$ cat src/rtl/int_divider.sv
// Iterative radix-2 restoring divider for RV32M DIV/DIVU/REM/REMU.
// One operation per start, WIDTH iteration cycles, one-cycle done pulse.
module int_divider #(
  parameter int WIDTH = 32
) (
  input  logic             clk,
  input  logic             rst,
  input  logic             start,
  input  logic [1:0]       op,
  input  logic [WIDTH-1:0] a,
  input  logic [WIDTH-1:0] b,
  output logic             busy,
  output logic             done,
  output logic [WIDTH-1:0] result
);

  localparam int CW = (WIDTH > 1) ? $clog2(WIDTH) : 1;

  typedef enum logic [1:0] {
    IDLE,
    CALC,
    FIN
  } state_t;

  state_t state, state_next;

  logic             rem_sel;
  logic             q_neg;
  logic             r_neg;
  logic [WIDTH-1:0] divisor;
  logic [WIDTH-1:0] rem;
  logic [WIDTH-1:0] quo;
  logic [CW-1:0]    cnt;

  logic             accept;
  logic             is_signed;
  logic [WIDTH-1:0] abs_a;
  logic [WIDTH-1:0] abs_b;
  logic [WIDTH:0]   rem_sh;
  logic [WIDTH:0]   diff;
  logic [WIDTH-1:0] rem_step;
  logic [WIDTH-1:0] quo_step;
  logic [WIDTH-1:0] quo_fix;
  logic [WIDTH-1:0] rem_fix;

  always_ff @(posedge clk or posedge rst) begin
    if (rst) state <= IDLE;
    else     state <= state_next;
  end

  always_comb begin
    state_next = state;
    case (state)
      IDLE, FIN: state_next = start ? CALC : IDLE;
      CALC:      if (cnt == '0) state_next = FIN;
      default:   state_next = IDLE;
    endcase
  end

  assign busy   = (state == CALC);
  assign done   = (state == FIN);
  assign accept = start && (state != CALC);

  assign is_signed = ~op[0];
  assign abs_a     = (is_signed && a[WIDTH-1]) ? -a : a;
  assign abs_b     = (is_signed && b[WIDTH-1]) ? -b : b;

  // The partial remainder is always below the divisor, so a WIDTH+1-bit
  // difference's top bit is a reliable borrow even for divisors >= 2^(WIDTH-1).
  assign rem_sh   = {rem, quo[WIDTH-1]};
  assign diff     = rem_sh - {1'b0, divisor};
  assign rem_step = diff[WIDTH] ? rem_sh[WIDTH-1:0] : diff[WIDTH-1:0];
  assign quo_step = {quo[WIDTH-2:0], ~diff[WIDTH]};

  // Divide-by-zero and signed overflow fall out of the plain algorithm plus
  // these sign fixes, so no special-case datapath is needed.
  assign quo_fix = q_neg ? -quo_step : quo_step;
  assign rem_fix = r_neg ? -rem_step : rem_step;

  always_ff @(posedge clk or posedge rst) begin
    if (rst) begin
      rem_sel <= 1'b0;
      q_neg   <= 1'b0;
      r_neg   <= 1'b0;
      divisor <= '0;
      rem     <= '0;
      quo     <= '0;
      cnt     <= '0;
      result  <= '0;
    end else if (accept) begin
      rem_sel <= op[1];
      q_neg   <= is_signed && (a[WIDTH-1] != b[WIDTH-1]) && (b != '0);
      r_neg   <= is_signed && a[WIDTH-1];
      divisor <= abs_b;
      rem     <= '0;
      quo     <= abs_a;
      cnt     <= CW'(WIDTH - 1);
    end else if (state == CALC) begin
      rem <= rem_step;
      quo <= quo_step;
      cnt <= cnt - 1'b1;
      if (cnt == '0) result <= rem_sel ? rem_fix : quo_fix;
    end
  end

endmodule

$ cat config.mk
export PLATFORM = sky130hd
export DESIGN_NAME = int_divider
export DESIGN_NICKNAME = d
export VERILOG_FILES = /design/src/rtl/int_divider.sv
export SDC_FILE = /design/constraint.sdc
export NUM_CORES = 1
export LEC_CHECK = 0
export CAP_MARGIN = 15
export CORE_ASPECT_RATIO = 0.5
export CORE_MARGIN = 4
export CORE_UTILIZATION = 59
export DETAILED_ROUTE_END_ITERATION = 8
export HOLD_SLACK_MARGIN = 0.15
export PLACE_DENSITY = 0.82
export SLEW_MARGIN = 15
export SYNTH_ARGS = -nofsm -noshare
export SYNTH_HDL_FRONTEND = slang
export SYNTH_SLANG_ARGS = --single-unit
$ cat constraint.sdc
create_clock -name clk -period 14.3 [get_ports clk]
set_clock_uncertainty 0.05 [all_clocks]
set_input_delay 2.145 -clock clk [delete_from_list [all_inputs] [get_ports clk]]
set_output_delay 2.145 -clock clk [all_outputs]
set_load 0.01 [all_outputs]
==> metrics <==
status=finished clean; CTS Buffer Depth=2; CP Cell Sequence=inv_1 > ha_1 > inv_1 > fa_1 > a211oi_1 > o21ai_1 > a31oi_1 > or4_1 > and3_1 > nor3_4 > inv_2 > ha_1 > nand2_1 > or2_2 > or3_4 > nand2b_4 > o31ai_4 > xor2_1 > nor2_1 > a221o_1 > a211o_1 > mux2_4; period utilisation layout=between 40% and 50%; Post-synth top cells=o21ai_0, nand2_1, dfrtp_1, a21oi_1, nor2_1; top cell family by delay on the critical path=compound AO/OA/AOI/OAI gates; placed wire-length estimate=24400 um; GR Util met3=6.12%; DR iter-0 viols=between 1000 and 1500; area grow syn2layout=15.7%; diode count=0; Area contributors post-synth=dfrtp_1, o21ai_0, nand2_1; CTS tree=done; Levels on crit path=22; RSZ-0062 raised after global routing=false; TritonCTS Buffers=17; Crit path required time=14.57 ns; total length of routed wires=33500 um; GPL Wtd Cong=0.967; initial antenna violation count=0; Hold Crit Start=divisor[2]; post-cts sizing count=0; final hold viol count=0; Setup crit start kind=register; die width=203 um; DRC viols=0; DR vias=~11000; Hold Crit Depth=2; top-level I/O count=103; Hold WC Path Type=register to register; final net count=1607; Global Route Usage Sum=30.9%; met1 usage=between 40% and 50%; slowest stage delay, CP=0.61 ns; worst hold endpoint=divisor[2]; Port Buffers=roughly 100; wire per inst=18.9 um; f_max=between 0.15 and 0.2 GHz; R2R depth=22; asr flop ratio synth=100%; final setup violation count=0; Synth top area share=between 30% and 40%; ys flop type=dfrtp_1; Max Slew Vio Count=0; Post-DRT Antenna Nets=0; Pre-antenna DRT Iters=7; met2 Use GR=45.8%; Max-Cap Viols=0; minimum clock period=6.13 ns; share of cells above drive strength 1=between 4 and 5%; CP max FO=40; Slew @ Worst Pin=between 1 and 1.5 ns; GR Overflow Total=0; first-pass GRT wire length=53600 um; FF-to-FF setup slack=8.17 ns; CP Buf/Inv Count=3; GRT busiest layer=met1; Clock Sinks=about 140; largest net degree at the start of global routing=85; clk_lat worst skew=0.44 ns; count leader, synth=o21ai_0; EDFF count, synth=0; Worst Path Arrival=6.39 ns; Unique masters post-synth=between 70 and 80; post-CTS setup buffers=0; Starting Density=roughly three fifths; Worst Setup End Kind=register; post-cts hold buffer count=0; Synth Instances=1451; via/cell ratio=6.23; die area=21400 um2; core area=18500 um2; RR Startpoint=quo[31]; Critical R2R Capture=result[28]; #FFs+latches synth=138; Synth Warn #=0; DIE HEIGHT=105 um; Worst-path clk slew=0.07 ns; Slowest-stage cell, CP=inv_2; Fin Setup TNS=0 ns; area leader, netlist=dfrtp_1; final core occ=70.0%; Max transition margin=22.9%; Row Count=35; syn nets=~1600; crit path kind=register to register; Synth Cell Area=11200 um2; Seq/Total Area, Yosys=30.9%; root buf cell=clkbuf_16; H-tree depth=4; number of global-route vias before repair=10100; Mean Syn Cell Area=roughly 7.7 um2
==> tightest hold or removal path, delay by kind of cell, from the launching register on <==
kind            cells  cell delay [ns]
flops               1             0.35
compound gates      1             0.06
simple gates        1             0.04
==> routing by layer <==
layer / wire (um) / part of all wire, %
met5: 0 / 0
met4: 351 / 1.0
met3: 3280 / 9.8
met2: 14200 / 42
met1: 15600 / 47
==> through the flow <==
| stage | cell area [um2] | hold WS, ns | instances | setup WS, ns |
|---|---|---|---|---|
| floorplan | 11200 | 0.400 | 1451 | 8.41 |
| detailed placement | 12300 | 0.421 | 1739 | 8.32 |
| global placement | 12300 | 0.415 | 1739 | 8.49 |
| global route | 12900 | 0.469 | 1770 | 7.94 |
| finish | 12900 | 0.437 | 1770 | 8.17 |
| CTS | 12900 | 0.437 | 1770 | 8.29 |
==> sequential cells by signal, indices dropped and copies added (netlist names) <==
signal,count
divisor,32
quo,32
rem,32
result,32
cnt,5
state,2
q_neg,1
r_neg,1
rem_sel,1
==> cell usage in the layout (no fill, tap or decap), types with 6 or more instances in the layout <==
master,count
clkdlybuf4s50_1,102
and3_1,9
and2_1,10
nand3_1,53
o41ai_1,13
nand2_1,184
buf_4,11
mux2i_1,29
a211oi_1,10
a21o_1,13
clkbuf_16,17
o31ai_1,29
nor2_1,107
mux2_2,9
nor4_1,12
o221ai_1,6
nand4_1,8
dfrtp_1,138
and4_1,7
ha_1,38
o21ai_0,194
xor2_1,67
xnor2_1,52
inv_1,62
o211ai_1,11
nor3_1,35
nor2b_1,11
a31oi_1,19
o21a_1,7
nand2b_1,10
a21oi_1,107
or3_1,22
or4_1,7
==> logic make-up after synthesis <==
group | after synthesis | synth area share (%)
muxes | 39 | 3.64
xor gates and xnor gates | 119 | 9.32
and+or+nand+nor | 503 | 21.4
buffers and inverters | 151 | 5.34
AOI/OAI and AO/OA | 462 | 25.0
DFF | 138 | 30.9
adders and majority gates | 39 | 4.43
==> cell type report <==
cell class	count	area, um2
sequential	138	3450
inverter	67	254
tap	259	324
timing repair buffer	113	1100
fill	1614	5550
multi-input combinational	1162	7140
clock inverter	14	234
clock buffer	17	425
==> worst max path at each step <==
stage	slack, ns	endpoint	from
after global placement	8.49	result[28]	quo[31]
final	8.17	result[28]	quo[31]
after detailed placement	8.32	result[28]	quo[31]
after floorplan	8.41	cnt[0]	rst
after global routing	7.94	result[28]	quo[31]
after CTS	8.29	result[28]	quo[31]
Power is left out: the tool's default activity adds up to more than one toggle a clock period on the data nets, which glitch-free logic cannot reach.
